### src/rtl/bus_responder_8085_if.sv
`default_nettype none
// +--------------------------------------------------------------------------+
// | bus_responder_8085_if : 8085 multiplexed AD-bus signals seen by a slave   |
// | Rev 1.0                                                                  |
// +--------------------------------------------------------------------------+
interface bus_responder_8085_if;
  logic       ale;
  logic [7:0] ad_in;
  logic [7:0] a_hi;
  logic       io_m;
  logic       rd_n;
  logic       wr_n;
  logic [7:0] ad_out;
  logic       ad_oe;
  logic       ready;
  logic       hit;
  logic       err;

  modport slave (
    input  ale, ad_in, a_hi, io_m, rd_n, wr_n,
    output ad_out, ad_oe, ready, hit, err
  );

  modport master (
    output ale, ad_in, a_hi, io_m, rd_n, wr_n,
    input  ad_out, ad_oe, ready, hit, err
  );
endinterface
`default_nettype wire

### src/rtl/bus_responder_8085.sv
`default_nettype none
// +--------------------------------------------------------------------------+
// | bus_responder_8085 : memory-mapped RAM slave on the 8085 AD bus with      |
// | programmable READY wait states. Rev 1.0                                  |
// +--------------------------------------------------------------------------+
module bus_responder_8085 #(
  parameter logic [15:0] BASE_ADDR   = 16'h2000,
  parameter int          ADDR_BITS   = 8,
  parameter int          WAIT_STATES = 1
) (
  input  logic                 clk_out,
  input  logic                 reset_out,
  bus_responder_8085_if.slave  bus
);

  typedef enum logic [1:0] {
    S_IDLE   = 2'd0,
    S_ADDR   = 2'd1,
    S_WAIT   = 2'd2,
    S_ACCESS = 2'd3
  } state_t;

  state_t                 state_q, state_d;
  logic [ADDR_BITS-1:0]   idx_q, idx_d;
  logic [3:0]             cnt_q, cnt_d;
  logic [7:0]             ad_out_q, ad_out_d;
  logic                   ad_oe_q, ad_oe_d;
  logic                   ready_q, ready_d;
  logic                   hit_q, hit_d;
  logic                   err_q, err_d;
  logic                   mem_we;

  logic [7:0] mem [2**ADDR_BITS];

  logic [15:0] w_addr;
  logic        w_match;
  logic        w_one_strobe;
  logic        w_both_low;
  logic        w_both_high;

  always_comb begin
    w_addr       = {bus.a_hi, bus.ad_in};
    w_match      = !bus.io_m && (w_addr[15:ADDR_BITS] == BASE_ADDR[15:ADDR_BITS]);
    w_one_strobe = bus.rd_n ^ bus.wr_n;
    w_both_low   = !bus.rd_n && !bus.wr_n;
    w_both_high  = bus.rd_n && bus.wr_n;

    state_d  = state_q;
    idx_d    = idx_q;
    cnt_d    = cnt_q;
    ad_out_d = ad_out_q;
    ad_oe_d  = ad_oe_q;
    ready_d  = ready_q;
    hit_d    = hit_q;
    err_d    = err_q;
    mem_we   = 1'b0;

    // ALE always starts a fresh cycle, abandoning whatever was in flight.
    if (bus.ale) begin
      idx_d   = w_addr[ADDR_BITS-1:0];
      hit_d   = w_match;
      state_d = w_match ? S_ADDR : S_IDLE;
      ready_d = 1'b1;
      ad_oe_d = 1'b0;
    end else if (state_q != S_IDLE && w_both_low) begin
      err_d   = 1'b1;
      ad_oe_d = 1'b0;
      ready_d = 1'b1;
      hit_d   = 1'b0;
      state_d = S_IDLE;
    end else begin
      case (state_q)
        S_ADDR: begin
          if (w_one_strobe) begin
            if (WAIT_STATES == 0) begin
              state_d = S_ACCESS;
              if (!bus.rd_n) begin
                ad_out_d = mem[idx_q];
                ad_oe_d  = 1'b1;
              end else begin
                mem_we = 1'b1;
              end
            end else begin
              state_d = S_WAIT;
              cnt_d   = 4'(WAIT_STATES);
              ready_d = 1'b0;
            end
          end
        end
        S_WAIT: begin
          if (w_both_high) begin
            ready_d = 1'b1;
            hit_d   = 1'b0;
            state_d = S_IDLE;
          end else begin
            cnt_d = cnt_q - 4'd1;
            if (cnt_q == 4'd1) begin
              ready_d = 1'b1;
              state_d = S_ACCESS;
              if (!bus.rd_n) begin
                ad_out_d = mem[idx_q];
                ad_oe_d  = 1'b1;
              end else begin
                mem_we = 1'b1;
              end
            end
          end
        end
        S_ACCESS: begin
          if (w_both_high) begin
            ad_oe_d = 1'b0;
            hit_d   = 1'b0;
            state_d = S_IDLE;
          end
        end
        default: ;
      endcase
    end
  end

  always_ff @(posedge clk_out or posedge reset_out) begin
    if (reset_out) begin
      state_q  <= S_IDLE;
      idx_q    <= '0;
      cnt_q    <= 4'd0;
      ad_out_q <= 8'h00;
      ad_oe_q  <= 1'b0;
      ready_q  <= 1'b1;
      hit_q    <= 1'b0;
      err_q    <= 1'b0;
    end else begin
      state_q  <= state_d;
      idx_q    <= idx_d;
      cnt_q    <= cnt_d;
      ad_out_q <= ad_out_d;
      ad_oe_q  <= ad_oe_d;
      ready_q  <= ready_d;
      hit_q    <= hit_d;
      err_q    <= err_d;
    end
  end

  // RAM is deliberately not reset; writes only happen on entry to ACCESS.
  always_ff @(posedge clk_out) begin
    if (mem_we) begin
      mem[idx_q] <= bus.ad_in;
    end
  end

  assign bus.ad_out = ad_out_q;
  assign bus.ad_oe  = ad_oe_q;
  assign bus.ready  = ready_q;
  assign bus.hit    = hit_q;
  assign bus.err    = err_q;

endmodule
`default_nettype wire
### src/flat_wrapper.sv
// flat-port wrapper written by rule: the top's interface ports become plain ports
module bus_responder_8085_flat 
#(
  parameter logic [15:0] BASE_ADDR   = 16'h2000,
  parameter int          ADDR_BITS   = 8,
  parameter int          WAIT_STATES = 1
)
  (clk_out, reset_out, bus_ale, bus_ad_in, bus_a_hi, bus_io_m, bus_rd_n, bus_wr_n, bus_ad_out, bus_ad_oe, bus_ready, bus_hit, bus_err);
  bus_responder_8085_if bus_i ();
  input  logic clk_out;
  input  logic reset_out;
  input wire logic [$bits(bus_i.ale)-1:0] bus_ale;
  input wire logic [$bits(bus_i.ad_in)-1:0] bus_ad_in;
  input wire logic [$bits(bus_i.a_hi)-1:0] bus_a_hi;
  input wire logic [$bits(bus_i.io_m)-1:0] bus_io_m;
  input wire logic [$bits(bus_i.rd_n)-1:0] bus_rd_n;
  input wire logic [$bits(bus_i.wr_n)-1:0] bus_wr_n;
  output wire logic [$bits(bus_i.ad_out)-1:0] bus_ad_out;
  output wire logic [$bits(bus_i.ad_oe)-1:0] bus_ad_oe;
  output wire logic [$bits(bus_i.ready)-1:0] bus_ready;
  output wire logic [$bits(bus_i.hit)-1:0] bus_hit;
  output wire logic [$bits(bus_i.err)-1:0] bus_err;
  assign bus_i.ale = bus_ale;
  assign bus_i.ad_in = bus_ad_in;
  assign bus_i.a_hi = bus_a_hi;
  assign bus_i.io_m = bus_io_m;
  assign bus_i.rd_n = bus_rd_n;
  assign bus_i.wr_n = bus_wr_n;
  assign bus_ad_out = bus_i.ad_out;
  assign bus_ad_oe = bus_i.ad_oe;
  assign bus_ready = bus_i.ready;
  assign bus_hit = bus_i.hit;
  assign bus_err = bus_i.err;
  bus_responder_8085 #(.BASE_ADDR(BASE_ADDR), .ADDR_BITS(ADDR_BITS), .WAIT_STATES(WAIT_STATES)) u_core (.clk_out(clk_out), .reset_out(reset_out), .bus(bus_i));
endmodule
### config.mk
export PLATFORM = sky130hd
export DESIGN_NAME = bus_responder_8085_flat
export DESIGN_NICKNAME = d
export VERILOG_FILES = /design/src/rtl/bus_responder_8085_if.sv /design/src/rtl/bus_responder_8085.sv /design/src/flat_wrapper.sv
export SDC_FILE = /design/constraint.sdc
export NUM_CORES = 2
export LEC_CHECK = 0
export BUFFER_PORTS_ARGS = -buffer_cell sky130_fd_sc_hd__buf_2
export CAP_MARGIN = 20
export CORE_ASPECT_RATIO = 1.2
export CORE_UTILIZATION = 35
export DETAILED_ROUTE_END_ITERATION = 8
export PLACE_DENSITY = 0.46
export SLEW_MARGIN = 20
export SYNTH_ARGS = -nofsm -noshare
export SYNTH_HDL_FRONTEND = slang
export SYNTH_SLANG_ARGS = --single-unit
### constraint.sdc
create_clock -name clk_out -period 6.2 [get_ports clk_out]
set_input_delay 0.62 -clock clk_out [delete_from_list [all_inputs] [get_ports clk_out]]
set_output_delay 0.62 -clock clk_out [all_outputs]
set_load 0.05 [all_outputs]
Yosys cells after proc, flatten, opt, wreduce, memory -nomap -nowiden:

Memory sizes are Yosys's and may differ from the RTL's. A register that Yosys moved wholly into a read port is not among the register bits.
Cells that the tools add are included.

* bits in registers: 18
* bits in latches: 0
* RAM bits: 2048
* bits in read-only memories: 0
* bits of input ports: 22
* output and inout port bits: 12
* logic and storage cells: 84
* memories kept: 1

* add/sub/neg operators: 1
* multiply operators: 0
* divide/modulo/power cells: 0
* order comparisons: 0
* equality and inequality tests: 13
* shift operators: 0
* mux-type cells: 35
* bitwise operators: 5
* reduce and logical (&&, ||, !) cells: 22

Memories
* u_core.mem: depth 256, bits a word 8, rd ports 1, clocked after Yosys merged registers in 1, write ports 1, line bus_responder_8085.sv:33 `logic [7:0] mem [2**ADDR_BITS];`

Operators with widths (count)
* 2-to-1 mux 1 bit: 23
* 2-to-1 mux 2 bit: 6
* != test 4 x 2 -> 1 bit (second input constant): 3
* AND reduction 5 bit: 2
* equality test 8 x 6 -> 1 bit (second input constant): 1
* 2-to-1 mux 4 bit: 2
* one-hot mux 4 bit (2 select lines): 1
* nonzero test 4 bit: 2
* one-hot mux 2 bit (3 select lines): 1
* AND reduction 6 bit: 1
* nonzero test 3 bit: 2
* != test 5 x 2 -> 1 bit (second input constant): 1
* nonzero test 5 bit: 1
* equality test 2 bit (second input constant): 2
* equality test 4 x 1 -> 1 bit (second input constant): 1
* logical AND 1 bit: 4
* != test 4 x 3 -> 1 bit (second input constant): 1
* != test 4 bit (second input constant): 1
* NOT 1 bit: 4
* one-hot mux 1 bit (2 select lines): 2
* AND reduction 2 bit: 2
* AND reduction 4 bit: 1
* nonzero test 2 bit: 2
* subtractor 4 x 1 -> 4 bit (second input constant): 1
* 7 further kinds: 9

Logic depth before layout (Yosys ltp):

* word-level depth: 8
* depth in mapped cells: 12
* mapped depth without buffers: 9

Worst setup path before layout:

No wires, ideal clock.

* path kind: input to register
* start: input port bus_wr_n
* end: memory u_core.mem[221][0], enable pin
* library setup time: 0.370 ns
* data arrival time: 2.916 ns
* data required time: 5.830 ns
* slack: 2.914 ns
* stages: 9
* path through: ha_1 > clkbuf_1 > or3_1 > clkbuf_1 > or3_1 > nor3_2 > nand3_1 > clkbuf_1 > nor2_1

* word-level cells in the longest chain between the ends: 7
* elaborated cells between the ends (all ways): 10
* classes of those cells: mux: 6; reduce/logical: 4

Ends and longest elaborated chain
* start, declared: line flat_wrapper.sv:17 `input wire logic [$bits(bus_i.wr_n)-1:0] bus_wr_n;`
* logical AND 1 bit or zero test 1 bit (tied branches): line bus_responder_8085.sv:46, bus_responder_8085.sv:45
* 2-to-1 mux 1 bit or logical AND 1 bit (tied branches): line bus_responder_8085.sv:91, bus_responder_8085.sv:45
* 2-to-1 mux 1 bit or logical AND 1 bit (tied branches): line bus_responder_8085.sv:72, bus_responder_8085.sv:65
* 2-to-1 mux 1 bit (*): line bus_responder_8085.sv:65 `end else if (state_q != S_IDLE && w_both_low) begin`
* 2-to-1 mux 1 bit (*): line bus_responder_8085.sv:59 `if (bus.ale) begin`
* 2-to-1 mux 1 bit (*): line bus_responder_8085.sv:145 `if (mem_we) begin`
* 2-to-1 mux 1 bit (implied by the code) (*): line bus_responder_8085.sv:146 `mem[idx_q] <= bus.ad_in;`
* end, declared: line bus_responder_8085.sv:33

Mark *: on every way between the ends. The rest lies on a longest branch, timed or not.

Worst setup path in the final report:

* start: register u_core.state_q[0]
* end: memory u_core.mem[133][1], enable pin

* word-level cells in the longest chain between the ends: 6
* elaborated cells between the ends (all ways): 8
* classes of those cells: eq/ne: 1; mux: 5; reduce/logical: 2

Ends and longest elaborated chain
* start, declared: line bus_responder_8085.sv:23 `state_t state_q, state_d;`
* start signal, assigned: line bus_responder_8085.sv:132 `state_q <= state_d;`
* equality test 2 bit or nonzero test 2 bit (tied branches): line bus_responder_8085.sv:72, bus_responder_8085.sv:65
* 2-to-1 mux 1 bit or logical AND 1 bit (tied branches): line bus_responder_8085.sv:72, bus_responder_8085.sv:65
* 2-to-1 mux 1 bit (*): line bus_responder_8085.sv:65
* 2-to-1 mux 1 bit (*): line bus_responder_8085.sv:59
* 2-to-1 mux 1 bit (*): line bus_responder_8085.sv:145
* 2-to-1 mux 1 bit (implied by the code) (*): line bus_responder_8085.sv:146

Marked as above.

==> Flow_metrics.wiki <==
{| class="wikitable"
! Metric !! Value
|-
| Count of placed standard cells in the final layout, fillers left out || approximately 7000
|-
| Proportion of netlist area held by the largest area contributor || between 70% and 80%
|-
| Number of input and output port buffers inserted || 33
|-
| DP Wirelength || ~150000 µm
|-
| TritonCTS clock tree || done
|-
| Root buffer cell || clkbuf_16
|-
| Number of distinct library cell variants in the gate-level netlist after synthesis || 51
|-
| Layout Nets || about 4000
|-
| Synthesized netlist net count || around 3800
|-
| Post-route cell area || between 90000 and 100000 µm²
|-
| Count of flip-flops with a built-in enable after synthesis || between 2000 and 2500
|-
| Post-route antenna net violation count || 0
|-
| R2R Setup Slk || about 1800 ps
|-
| Reg2Reg Launch Point || u_core.state_q[0]
|-
| Critical path capture point type || flop
|-
| Final worst path period share || a little over 70%
|-
| Post-DR vias/cell || between 5 and 6
|-
| Starting density of the core || between 30% and 40%
|-
| Worst hold start || bus_io_m
|-
| Die outline height || 527.8 µm
|-
| Synthesized area per cell || approximately 21 µm²
|-
| Cell area power density || 333.5 nW/µm²
|-
| Sequential fraction of the synthesis area || 77.08%
|-
| Setup-failing EPs final || 0
|-
| Fin. Hold Viols || 0
|-
| Final critical-path required period || approximately 4400 ps
|-
| Post-route setup TNS || 0 ps
|-
| Area of the core || approximately 230000 µm²
|-
| Antenna violations before repair || 5
|-
| Number of remaining DRC errors || 0
|-
| Synth cell count leaders || edfxtp_1, mux4_2, nor2_1
|-
| Clock buffer depth || 4
|-
| Area of the multi-input gates || ~17000 µm²
|-
| IO Pins || 34
|-
| Total of max-cap violations || 0
|-
| Sw power || 7.205 mW
|-
| Leading area contributor after synthesis || edfxtp_1
|-
| Arrival time of data at the critical path endpoint || 4910 ps
|-
| Crit Path Max Fanout || 12
|-
| Most common cell in the netlist || edfxtp_1
|-
| Sequential cell fraction of total power || approximately half
|-
| Global-route usage over all layers || 20.42%
|-
| Count of TritonRoute iterations in the first routing pass || 5
|-
| RSZ-0062 raised after global routing || no
|-
| Yosys synthesis warning count || 0
|-
| Total overflow reported by the global router || 0
|-
| X dimension of the die || 440.1 µm
|-
| FF+latch area || 62170 µm²
|-
| Number of cells on the worst hold path || 4
|-
| Peak Freq || roughly 230 MHz
|-
| Worst min path class || in -> reg
|-
| Start-to-end type of the worst setup path || reg -> reg
|-
| Combinational Power Share || 8.6%
|-
| Worst Tran Pin Value || 1100 ps
|-
| Register bit count reported by yosys || about 2100
|-
| Wire length after detailed routing || 237400 µm
|-
| Endpoint of the most critical register-to-register path || u_core.mem[133][1]
|-
| Count of filler cells inserted in the layout || 20160
|-
| Internal Pwr Total || around 23 mW
|-
| Worst Setup Start Kind || flop
|-
| Min-Delay Endpoint || u_core.bus.hit
|-
| Largest cells by area after synthesis || edfxtp_1, mux4_2, mux2i_1
|-
| Max-slew violation total from the final report || 0
|-
| Total number of clock tree sinks || 2074
|-
| First-pass GRT wire length || around 330000 µm
|-
| Area Growth Syn to Fin || 12.95%
|-
| Die footprint || 232300 µm²
|-
| Share of final-layout standard cells stronger than drive strength 1 || 23.63%
|-
| Clock latency of the later-clocked register in the worst-skew pair || around 860 ps
|-
| Total design power || approximately 30 mW
|-
| Post-detailed-route wirelength per cell || about 33 µm
|-
| Clock Power Share || between 40% and 50%
|-
| Dominant register cell in the synthesized netlist || edfxtp_1
|-
| Number of hold buffers added after CTS || 1
|-
| Worst clock skew || just under 40 ps
|-
| Leakage power figure || ~28 nW
|-
| Number of buffers added by the clock tree synthesis step || 211
|-
| H-Tree Depth || 4
|-
| Global placement routability congestion || 0.8158
|-
| Number of instances resized during post-cts repair || 0
|-
| Number of design-rule violations left by the first detailed-router iteration || between 3000 and 4000
|-
| Share of synthesized flip-flops with an asynchronous set or reset || 1.254%
|-
| Required time at the endpoint of the critical path || 6670 ps
|-
| Share of total power consumed by net switching || about a quarter
|-
| Total vias in the final route || 39130
|-
| Via count of the first global-routing pass || 40900
|-
| Maximum number of pins on one net before global-route repair || between 100 and 150
|-
| Result of the run || complete, no violations
|-
| Total instance count after detailed placement || between 6000 and 7000
|-
| Max-Slew Margin vs Limit || about a quarter
|-
| Clock transition at the registers of the reported paths || roughly 60 ps
|-
| Post-detailed-placement cell area || around 85000 µm²
|-
| Worst r2r path cells || 9
|-
| Row Count || 192
|-
| Synth Cell Area || 80630 µm²
|-
| Number of buffers inserted to repair setup after CTS || 0
|-
| Max VDD drop || roughly 0.00024 V
|-
| Instance count of the mapped netlist || roughly 3800
|}
-- worst max path at each step --
stage	from	end	slack (ps)	cells after the start
2_1_floorplan	bus_wr_n	u_core.mem[221][0]	2910	9
3_3_place_gp	bus_rd_n	u_core.mem[133][1]	1550	10
3_5_place_dp	bus_rd_n	u_core.mem[133][7]	1480	10
4_1_cts	u_core.state_q[0]	u_core.mem[133][1]	1700	9
5_1_grt	u_core.state_q[0]	u_core.mem[133][5]	1500	9
6_report	u_core.state_q[0]	u_core.mem[133][1]	1760	9
-- cells by family (layout without fill, tap and decap cells) --
group | after synthesis | after routing | share of synthesized area (%)
compound gates | 249 | 249 | 2.188
fa+ha+maj | 9 | 9 | 0.1397
buf+inv | 245 | 537 | 1.519
flops | 2074 | 2074 | 77.08
mux | 654 | 654 | 15.93
other cells | 0 | 3 | 0
simple gates | 586 | 586 | 3.135
-- routing by layer --
metal | global-route usage (%) | part of all wire [%]
met5 | 0 | 0
met4 | 4.903 | 2.3
met3 | 2.828 | 5.3
met2 | 34.17 | 50
met1 | 28.10 | 42
-- final cells by class --
class	count	share of cell area (%)
flip-flops and latches	2074	68.26
well taps	3007	4.131
repair buffers	136	1.382
inverters	22	0.09480
clock buffers	258	6.038
clock inverters	121	1.013
diodes	3	0.008244
multi-input cells	1498	19.07
-- worst max-delay path, cell delays in order (launching register included) --
cell	delay (ps)
dfrtp_1	420
inv_1	100
ha_1	360
nand2b_1	120
or3_1	420
or3_1	560
nor3_2	410
nand2_2	610
buf_4	420
nor2_1	650
-- metrics by stage --
stage / worst slack [ps] / utilization (%) / hold WS, ps
after floorplan: 2914 / - / 468.3
after global placement: 1549 / 37.04 / 454.7
after detailed placement: 1477 / 37.04 / 456.5
after CTS: 1703 / 39.86 / 87.02
after global routing: 1503 / 39.86 / 136.0
final: 1763 / 39.86 / 132.8
-- sequential cells by signal, summed over array words and instances, names as in the netlist --
register / flops
u_core.bus.ad_oe: 1
u_core.bus.ad_out: 8
u_core.state_q: 2
u_core.bus.hit: 1
u_core.idx_q: 8
u_core.mem: 2048
u_core.cnt_q: 4
u_core.bus.ready: 1
u_core.bus.err: 1
-- cell usage in the layout (no fill, tap or decap), types with 7 or more instances in the layout --
master	instances
dfrtp_1	21
a311oi_1	10
o22ai_1	61
o221ai_1	7
mux4_2	503
inv_1	20
a32o_1	9
buf_8	8
o31ai_1	7
nor2b_1	17
clkinv_1	51
nor3_1	18
clkbuf_16	213
buf_4	83
nor2_1	273
buf_12	19
nand2b_1	11
nand2_2	8
nor4_1	10
nand2_1	159
a22oi_1	32
clkinv_2	37
o22a_1	12
edfxtp_1	2048
buf_2	25
clkbuf_1	45
bufinv_16	12
ha_1	9
a32oi_1	28
a21oi_1	28
and3_1	14
nand3_1	27
mux2i_1	145
clkinvlp_4	14
o21ai_0	27
-- power groups by stage --
stage / combinational, mW / sequential (mW) / clock (mW)
3_5_place_dp: 2.67 / 15.9 / 0
5_1_grt: 2.77 / 15.6 / 12.9
2_1_floorplan: 1.44 / 15.9 / 0
3_3_place_gp: 2.68 / 15.9 / 0
4_1_cts: 2.67 / 15.6 / 12.4
6_report: 2.62 / 15.6 / 12.2
(Power assumes the default switching activity.)
